[src/rtl/sddt_cmd_pkg.sv]
// Shared definitions for the command-stream arbiter: FSM encoding, default
// refresh command word and the bit layout of the debug "states" word.
package sddt_cmd_pkg;

    typedef enum logic [1:0] {
        ST_IDLE = 2'd0,
        ST_HOST = 2'd1,
        ST_REF  = 2'd2
    } arb_state_t;

    localparam logic [127:0] REF_CMD_DEFAULT = 128'h0;

    localparam int STATES_FSM_LSB     = 0;
    localparam int STATES_PEND_LSB    = 2;
    localparam int STATES_OVF_BIT     = 6;
    localparam int STATES_REFCNT_LSB  = 8;
    localparam int STATES_HOSTCNT_LSB = 16;

endpackage

[src/rtl/ref_timer.sv]
// Refresh interval timer with a saturating pending-refresh counter and a
// sticky overflow flag. inc pulses on each timer wrap; dec consumes one refresh.
module ref_timer #(
    parameter int REF_INTERVAL = 7800,
    parameter int MAX_POSTPONE = 8
) (
    input  logic       clk,
    input  logic       rst_n,
    input  logic       ref_en,
    input  logic       dec,
    output logic       inc,
    output logic [3:0] pending,
    output logic       overflow
);

    localparam logic [15:0] TIMER_LAST = 16'(REF_INTERVAL - 1);
    localparam logic [3:0]  PEND_MAX   = 4'(MAX_POSTPONE);

    logic [15:0] timer_reg, timer_next;
    logic [3:0]  pending_reg, pending_next;
    logic        overflow_reg, overflow_next;
    logic        wrap;

    assign wrap = ref_en && (timer_reg == TIMER_LAST);

    // Disabling the timer parks it at zero but leaves queued refreshes alone.
    always_comb begin
        timer_next = timer_reg + 16'd1;
        if (!ref_en || wrap) begin
            timer_next = '0;
        end
    end

    // A wrap and a drain in the same cycle cancel out.
    always_comb begin
        pending_next  = pending_reg;
        overflow_next = overflow_reg;
        if (wrap && !dec) begin
            if (pending_reg >= PEND_MAX) begin
                overflow_next = 1'b1;
            end else begin
                pending_next = pending_reg + 4'd1;
            end
        end else if (dec && !wrap && (pending_reg != 4'd0)) begin
            pending_next = pending_reg - 4'd1;
        end
    end

    always_ff @(posedge clk or negedge rst_n) begin
        if (!rst_n) begin
            timer_reg    <= '0;
            pending_reg  <= '0;
            overflow_reg <= 1'b0;
        end else begin
            timer_reg    <= timer_next;
            pending_reg  <= pending_next;
            overflow_reg <= overflow_next;
        end
    end

    assign inc      = wrap;
    assign pending  = pending_reg;
    assign overflow = overflow_reg;

endmodule

[src/rtl/cmd_stream_arbiter.sv]
// Merges the host command stream with periodic refresh commands, never
// splitting a host bundle. Define CMD_ARB_STATS_EN to expose statistics counters.
module cmd_stream_arbiter
    import sddt_cmd_pkg::*;
#(
    parameter int                DATA_W       = 128,
    parameter int                REF_INTERVAL = 7800,
    parameter int                MAX_POSTPONE = 8,
    parameter logic [DATA_W-1:0] REF_CMD      = DATA_W'(REF_CMD_DEFAULT)
) (
    input  logic              axi_aclk,
    input  logic              axi_aresetn,
    input  logic              ref_en,
    input  logic [DATA_W-1:0] S_AXIS_CMD_tdata,
    input  logic              S_AXIS_CMD_tvalid,
    output logic              S_AXIS_CMD_tready,
    input  logic              S_AXIS_CMD_tlast,
    output logic [DATA_W-1:0] M_AXIS_CMD_tdata,
    output logic              M_AXIS_CMD_tvalid,
    input  logic              M_AXIS_CMD_tready,
    output logic [31:0]       states
);

    localparam logic [3:0] PEND_MAX = 4'(MAX_POSTPONE);

    arb_state_t state_reg;
    logic [3:0] pending;
    logic       overflow;
    logic       ref_wrap;
    logic       host_last_hs;
    logic       ref_hs;

    assign host_last_hs = (state_reg == ST_HOST) && S_AXIS_CMD_tvalid
                          && M_AXIS_CMD_tready && S_AXIS_CMD_tlast;
    assign ref_hs       = (state_reg == ST_REF) && M_AXIS_CMD_tready;

    ref_timer #(
        .REF_INTERVAL (REF_INTERVAL),
        .MAX_POSTPONE (MAX_POSTPONE)
    ) u_ref_timer (
        .clk      (axi_aclk),
        .rst_n    (axi_aresetn),
        .ref_en   (ref_en),
        .dec      (ref_hs),
        .inc      (ref_wrap),
        .pending  (pending),
        .overflow (overflow)
    );

    // A saturated refresh backlog outranks the host, but only between bundles.
    always_ff @(posedge axi_aclk or negedge axi_aresetn) begin
        if (!axi_aresetn) begin
            state_reg <= ST_IDLE;
        end else begin
            case (state_reg)
                ST_IDLE: begin
                    if (pending >= PEND_MAX) begin
                        state_reg <= ST_REF;
                    end else if (S_AXIS_CMD_tvalid) begin
                        state_reg <= ST_HOST;
                    end else if (pending != 4'd0) begin
                        state_reg <= ST_REF;
                    end
                end
                ST_HOST: begin
                    if (host_last_hs) begin
                        state_reg <= ST_IDLE;
                    end
                end
                ST_REF: begin
                    if (ref_hs) begin
                        state_reg <= ST_IDLE;
                    end
                end
                default: state_reg <= ST_IDLE;
            endcase
        end
    end

    // Host data passes straight through so a bundle streams at full rate.
    always_comb begin
        M_AXIS_CMD_tdata  = '0;
        M_AXIS_CMD_tvalid = 1'b0;
        S_AXIS_CMD_tready = 1'b0;
        case (state_reg)
            ST_HOST: begin
                M_AXIS_CMD_tdata  = S_AXIS_CMD_tdata;
                M_AXIS_CMD_tvalid = S_AXIS_CMD_tvalid;
                S_AXIS_CMD_tready = M_AXIS_CMD_tready;
            end
            ST_REF: begin
                M_AXIS_CMD_tdata  = REF_CMD;
                M_AXIS_CMD_tvalid = 1'b1;
            end
            default: ;
        endcase
    end

`ifdef CMD_ARB_STATS_EN
    logic [7:0]  ref_cnt_reg;
    logic [15:0] host_cnt_reg;

    always_ff @(posedge axi_aclk or negedge axi_aresetn) begin
        if (!axi_aresetn) begin
            ref_cnt_reg  <= '0;
            host_cnt_reg <= '0;
        end else begin
            if (ref_hs) begin
                ref_cnt_reg <= ref_cnt_reg + 8'd1;
            end
            if (host_last_hs) begin
                host_cnt_reg <= host_cnt_reg + 16'd1;
            end
        end
    end
`endif

    always_comb begin
        states = '0;
        states[STATES_FSM_LSB +: 2]  = state_reg;
        states[STATES_PEND_LSB +: 4] = pending;
        states[STATES_OVF_BIT]       = overflow;
`ifdef CMD_ARB_STATS_EN
        states[STATES_REFCNT_LSB +: 8]   = ref_cnt_reg;
        states[STATES_HOSTCNT_LSB +: 16] = host_cnt_reg;
`endif
    end

endmodule

[config.mk]
export PLATFORM = sky130hd
export DESIGN_NAME = cmd_stream_arbiter
export DESIGN_NICKNAME = d
export VERILOG_FILES = /design/src/rtl/sddt_cmd_pkg.sv /design/src/rtl/ref_timer.sv /design/src/rtl/cmd_stream_arbiter.sv
export SDC_FILE = /design/constraint.sdc
export NUM_CORES = 1
export LEC_CHECK = 0
export CORE_AREA = 2 2 114 116
export CTS_BUF_LIST = sky130_fd_sc_hd__clkbuf_2 sky130_fd_sc_hd__clkbuf_4 sky130_fd_sc_hd__clkbuf_8
export DETAILED_ROUTE_END_ITERATION = 6
export DIE_AREA = 0 0 116 118
export GPL_ROUTABILITY_DRIVEN = 1
export HOLD_SLACK_MARGIN = 0.06
export PLACE_DENSITY = 0.67
export REMOVE_ABC_BUFFERS = 1
export SLEW_MARGIN = 20
export SYNTH_ARGS = -nofsm -noshare
export SYNTH_HDL_FRONTEND = slang
export SYNTH_HIERARCHICAL = 1
export SYNTH_SLANG_ARGS = --single-unit
[constraint.sdc]
create_clock -name axi_aclk -period 3.05 [get_ports axi_aclk]
set_clock_uncertainty 0.15 [all_clocks]
set_input_delay 0.61 -clock axi_aclk [delete_from_list [all_inputs] [get_ports axi_aclk]]
set_output_delay 0.61 -clock axi_aclk [all_outputs]
set_load 0.01 [all_outputs]
### Yosys cells after proc, flatten, opt, wreduce, memory -nomap -nowiden

Index checks and enable logic that the tools add are counted.

| storage, ports and cells | value |
|---|---|
| register bits | 23 |
| input bits | 134 |
| output and inout bits | 162 |
| word-level logic and storage cells | 46 |

| cells by class | value |
|---|---|
| add/subtract/negate cells | 3 |
| magnitude comparators | 1 |
| equality and inequality tests | 7 |
| multiplexer cells | 13 |
| reduce and logical (&&, ||, !) cells | 18 |

Operators by type and width:

| kind | number |
|---|---|
| $mux 128 | 1 |
| $add 16x1->16 const B | 1 |
| $eq 16x13->1 const B | 1 |
| $mux 16 | 1 |
| $mux 4 | 3 |
| $mux 2 | 5 |
| $logic_and 1x1->1 | 8 |
| $pmux 2 s3 | 1 |
| $add 4x1->4 const B | 1 |
| $ge 4x4->1 const B | 1 |
| $ne 2x2->1 const B | 2 |
| $ne 4x4->1 const B | 1 |
| $reduce_and 2->1 | 2 |
| $reduce_bool 4->1 | 1 |
| $sub 4x1->4 const B | 1 |
| $logic_not 1->1 | 3 |
| $reduce_and 3->1 | 1 |
| $eq 2x1->1 const B | 1 |
| $eq 2x2->1 const B | 1 |
| $logic_not 2->1 | 1 |
| $ne 2x1->1 const B | 1 |
| $pmux 1 s2 | 1 |
| $reduce_bool 2->1 | 1 |
| $logic_or 1x1->1 | 1 |
| $mux 1 | 1 |

### Depth between registers and ports, before layout

| logic depth | value |
|---|---|
| depth in word-level cells | 7 |
| gate-level depth with buffers | 10 |
| mapped depth without buffers | 10 |

### By module

The synthesis kept the hierarchy.

Modules (own cells, without submodules):

| module | instances | cells an instance | area each (sq um) | seq. area each (sq um) |
|---|---|---|---|---|
| cmd_stream_arbiter | 1 | 190 | 1255.0 | 50.0 |
| ref_timer | 1 | 109 | 1159.9 | 525.5 |

### Least setup slack after synthesis

OpenSTA, ideal clock, no wires.

| timing | value |
|---|---|
| path type | flip-flop to flip-flop |
| from | register u_ref_timer.timer_reg[0] |
| to | register u_ref_timer.pending_reg[3], in the netlist u_ref_timer/pending[3] |
| library setup time | 0.120 ns |
| arrival | 2.192 ns |
| required time | 2.780 ns |
| setup slack | 0.588 ns |
| cell stages (with the launch flop) | 10 |
| buffers on the path | 0 |
| period minus slack after synthesis | 2.462 ns |
| cells stage by stage | dfrtp_1 > ha_1 > nor4b_4 > and4_4 > nand2_1 > ha_1 > a21o_1 > a211oi_1 > o22ai_1 > a31o_2 |

| between the ends | value |
|---|---|
| cells in the longest elaborated chain, start to end | 7 |
| elaborated cells on any way between the ends | 10 |
| those cells by class | eq/ne: 2; mux: 1; reduce/logical: 7 |

Ends and longest elaborated chain:

| element | line | text |
|---|---|---|
| start: declaration | ref_timer.sv:19 | `logic [15:0] timer_reg, timer_next;` |
| start signal: assignment | ref_timer.sv:55 | `timer_reg <= timer_next;` |
| $eq 16x13->1 * | ref_timer.sv:24 | `assign wrap = ref_en && (timer_reg == TIMER_LAST);` |
| $logic_and 1x1->1 * | ref_timer.sv:24 |  |
| net ref_wrap | cmd_stream_arbiter.sv:29 | `logic ref_wrap;` |
| $logic_not 1->1 | ref_timer.sv:44 | `end else if (dec && !wrap && (pending_reg != 4'd0)) begin` |
| $logic_and 1x1->1 (2 in series) | ref_timer.sv:44 |  |
| $reduce_bool 2->1 (no source line) | n/a |  |
| $reduce_and 2->1 (no source line) | n/a |  |
| end signal: assignment | ref_timer.sv:56 | `pending_reg <= pending_next;` |
| end: declaration | ref_timer.sv:20 | `logic [3:0] pending_reg, pending_next;` |

The timed path passes the listed nets; every way through them passes the cells marked *.
A chain may end at the register's enable or synchronous reset.

### Final worst setup path

| timing | value |
|---|---|
| from | register state_reg[1] |
| to | output port M_AXIS_CMD_tdata[113] |

| between the ends | value |
|---|---|
| cells in the longest elaborated chain, start to end | 2 |

Ends and longest elaborated chain:

| element | line | text |
|---|---|---|
| start: declaration | cmd_stream_arbiter.sv:26 | `arb_state_t state_reg;` |
| start signal: assignment | cmd_stream_arbiter.sv:53 | `state_reg <= ST_IDLE;` |
| start signal: assignment | cmd_stream_arbiter.sv:58 | `state_reg <= ST_REF;` |
| start signal: assignment | cmd_stream_arbiter.sv:60 | `state_reg <= ST_HOST;` |
| $eq 2x1->1 | cmd_stream_arbiter.sv:85 | `case (state_reg)` |
| $mux 128 | cmd_stream_arbiter.sv:85 |  |
| end: declaration | cmd_stream_arbiter.sv:18 | `output logic [DATA_W-1:0] M_AXIS_CMD_tdata,` |

Every way passes these cells.

==> qor.yml <==
critPathKind: "reg2out"
r2r_cells: 9
max_clock_freq_mhz: 351
synth_compound_area_frac: 0.0420
maxCapViolations: 0
ys.flop_type: "dfrtp_1"
hp-start: "u_ref_timer/timer_reg[0]$_DFF_PN0_"
antenna_left: 0
drtIter0Drc: 111
dp_hpwl_um: 11100
synthCells: 299
ys_seq_area_frac: 0.238
core_area_mm2: 0.0124
synthTopCellsByCount: "131 x and2_1, 27 x buf_4, 23 x dfrtp_1"
cts_tree: "done"
period_share: 0.934
clockBufferDepth: 2
wl_per_cell_um: 17.0
die_y_um: 118
crit_path_max_fanout: 57
synth_top_family_by_area: "simple AND/OR/NAND/NOR gates"
cp.required_ns: 2.29
cts.hold.buffers_added: 0
async_flop_share: 1.00
fin_hold_ws_ns: 0.343
cp_slowest_cell: "clkdlybuf4s50_1"
relSlewSlack: 0.581
worstMarginPinSlew_ns: 0.629
yosys_warnings: 6
place_congestion: 0.857
outcome: "completed"
cts_buffers: 3
synth_area_mm2: 0.00241
synth-simple-area-share: 0.471
area_growth_pct: 120
fin_util: 0.428
synth_top_cell_area_share: 0.339
vias_per_cell: 3.90
hold_end: "u_ref_timer/timer_reg[0]$_DFF_PN0_"
synthAdderAreaFrac: 0.0394
die-area_mm2: 0.0137
ys_seq_elements: 23
syn_area_per_cell_um2: 8.08
vias: 2876
htree_levels: 1
holdPathStages: 1
drc: 0
wl_um: 12500
vdd_ir_drop_max_mv: 0.375
placed_cell_area_mm2: 0.00525
pwr_density_cell_mw_per_mm2: 486
rr_endpoint: "u_ref_timer/pending[3]$_DFFE_PN0P_"
slew_viol_final: 0
design_area_mm2: 0.00531
synth-edff-count: 0
end_kind: "primary output"
synth_top_area_cell: "and2_1"
synth.most_common_cell: "and2_1"
grt.overflow.total: 0
grt_max_degree: 58
min_period_ns: 2.85
cp.arrival_ns: 2.09
core.rowCount: 41
nets: 706
crit_family: "buffers and inverters"
slowest_delay_ns: 0.60
num-fill-cells: 1238
reg2reg_from: "u_ref_timer/timer_reg[0]$_DFF_PN0_"
ys_types: 36
setup_viol: 0
root_buffer: "clkbuf_8"
initial_utilization: 0.195
synthTopCellsByArea: "and2_1 34%, dfrtp_1 24%, buf_4 8.4%"
p_leak_nw: 2.08
antenna_found_initial: 1
synth_xor_area_frac: 0.0580
grt_pass1_wl_um: 17700
final-hold-violation-count: 0
start_kind: "register"
port_buffers: 270
grtUsageTotal: 0.168
reg2reg_slack_ns: 0.30
drive_gt1_frac: 0.0426
path_clk_slew_ns: 0.08
largest_reg_flops: 16
io_pins: 296
fp.dieW_um: 116
path_cells: "inv_1 > ha_4 > buf_12 > and2_1 > clkdlybuf4s50_1"
clock_sink_count: 23
synth.area.mux_share: 0.0269
clock_insertion_delay_worst_skew_ns: 0.26
first_global_vias: 2894
critPathBufInv: 3
hp-class: "reg2reg"
rsz0062_at_grt: "false"
drt_first_pass_iters: 6
==> layout by cell type (no fill, tap or decap), drive strengths merged, types with 4 or more instances in the layout <==
| cell type | instances |
|---|---|
| clkdlybuf4s50 | 270 |
| and2 | 131 |
| conb | 25 |
| dfrtp | 23 |
| nor2 | 18 |
| xnor2 | 13 |
| inv | 11 |
| buf | 8 |
| nand2 | 6 |
| nand4 | 6 |
| ha | 6 |
| nand3 | 5 |
| nor3 | 5 |
| nor4 | 4 |
| clkbuf | 4 |
==> final cells by class <==
type	count	area, um^2	area share
Inverter	11	41.3	0.00778
Timing Repair Buffer	278	2780	0.523
Sequential cell	23	576	0.108
Antenna cell	2	5.00	0.000943
Clock buffer	4	48.8	0.00919
Multi-Input combinational cell	248	1650	0.310
Tap cell	172	215	0.0405
==> where the power goes <==
group	switching, mW	leakage, nW	total (mW)	internal [mW]
combinational	0.826	1.75	1.96	1.13
sequential	0.0719	0.308	0.422	0.350
clock	0.0972	0.0262	0.199	0.102
total	0.995	2.08	2.58	1.59
==> repair_timing <==
action / 4_1_cts / 5_1_grt
setup endpoints to repair: 0 / 42
endpoints found under the hold margin: 0 / 0
buffers inserted: 0 / 1
resized for setup: 0 / 1
==> per-stage QoR <==
stage / setup WS (ns) / total power, mW / TNS, ns / std cells
global placement: 0.0717 / 2.35 / 0 / 731
CTS: 0.0807 / 2.59 / 0 / 735
detailed placement: -0.0107 / 2.39 / -0.0107 / 731
floorplan: -0.0581 / 1.20 / -0.0581 / 282
global route: 0.0442 / 2.76 / 0 / 736
finish: 0.203 / 2.58 / 0 / 738
==> cells by family (layout without fill, tap and decap cells) <==
group	count (synthesis)	in the layout
muxes	5	5
buffers and inverters	52	293
AOI/OAI and AO/OA	11	11
other	1	27
and+or+nand+nor	184	184
adders and majority gates	7	7
DFF	23	23
xor gates and xnor gates	16	16
==> worst max-delay path by stage <==
stage / start / to / slack, ns / cells past startpoint
finish: state_reg[1]$_DFFE_PN0P_ / M_AXIS_CMD_tdata[113] / 0.20 / 5
global route: state_reg[1]$_DFFE_PN0P_ / M_AXIS_CMD_tdata[21] / 0.04 / 5
CTS: state_reg[1]$_DFFE_PN0P_ / M_AXIS_CMD_tdata[52] / 0.08 / 5
detailed placement: ref_en / u_ref_timer/pending[3]$_DFFE_PN0P_ / -0.01 / 9
global placement: ref_en / u_ref_timer/pending[3]$_DFFE_PN0P_ / 0.07 / 9
floorplan: state_reg[1]$_DFFE_PN0P_ / M_AXIS_CMD_tvalid / -0.06 / 4
==> routing by layer <==
| layer | track usage | part of all wire | vias up |
|---|---|---|---|
| met5 | 0 | 0 | - |
| met4 | 0.0112 | 0.0056 | 0 |
| met3 | 0.0360 | 0.077 | 6 |
| met2 | 0.279 | 0.47 | 119 |
| met1 | 0.232 | 0.45 | 1319 |
| li1 | - | - | 1432 |
(Power assumes the default switching activity.)
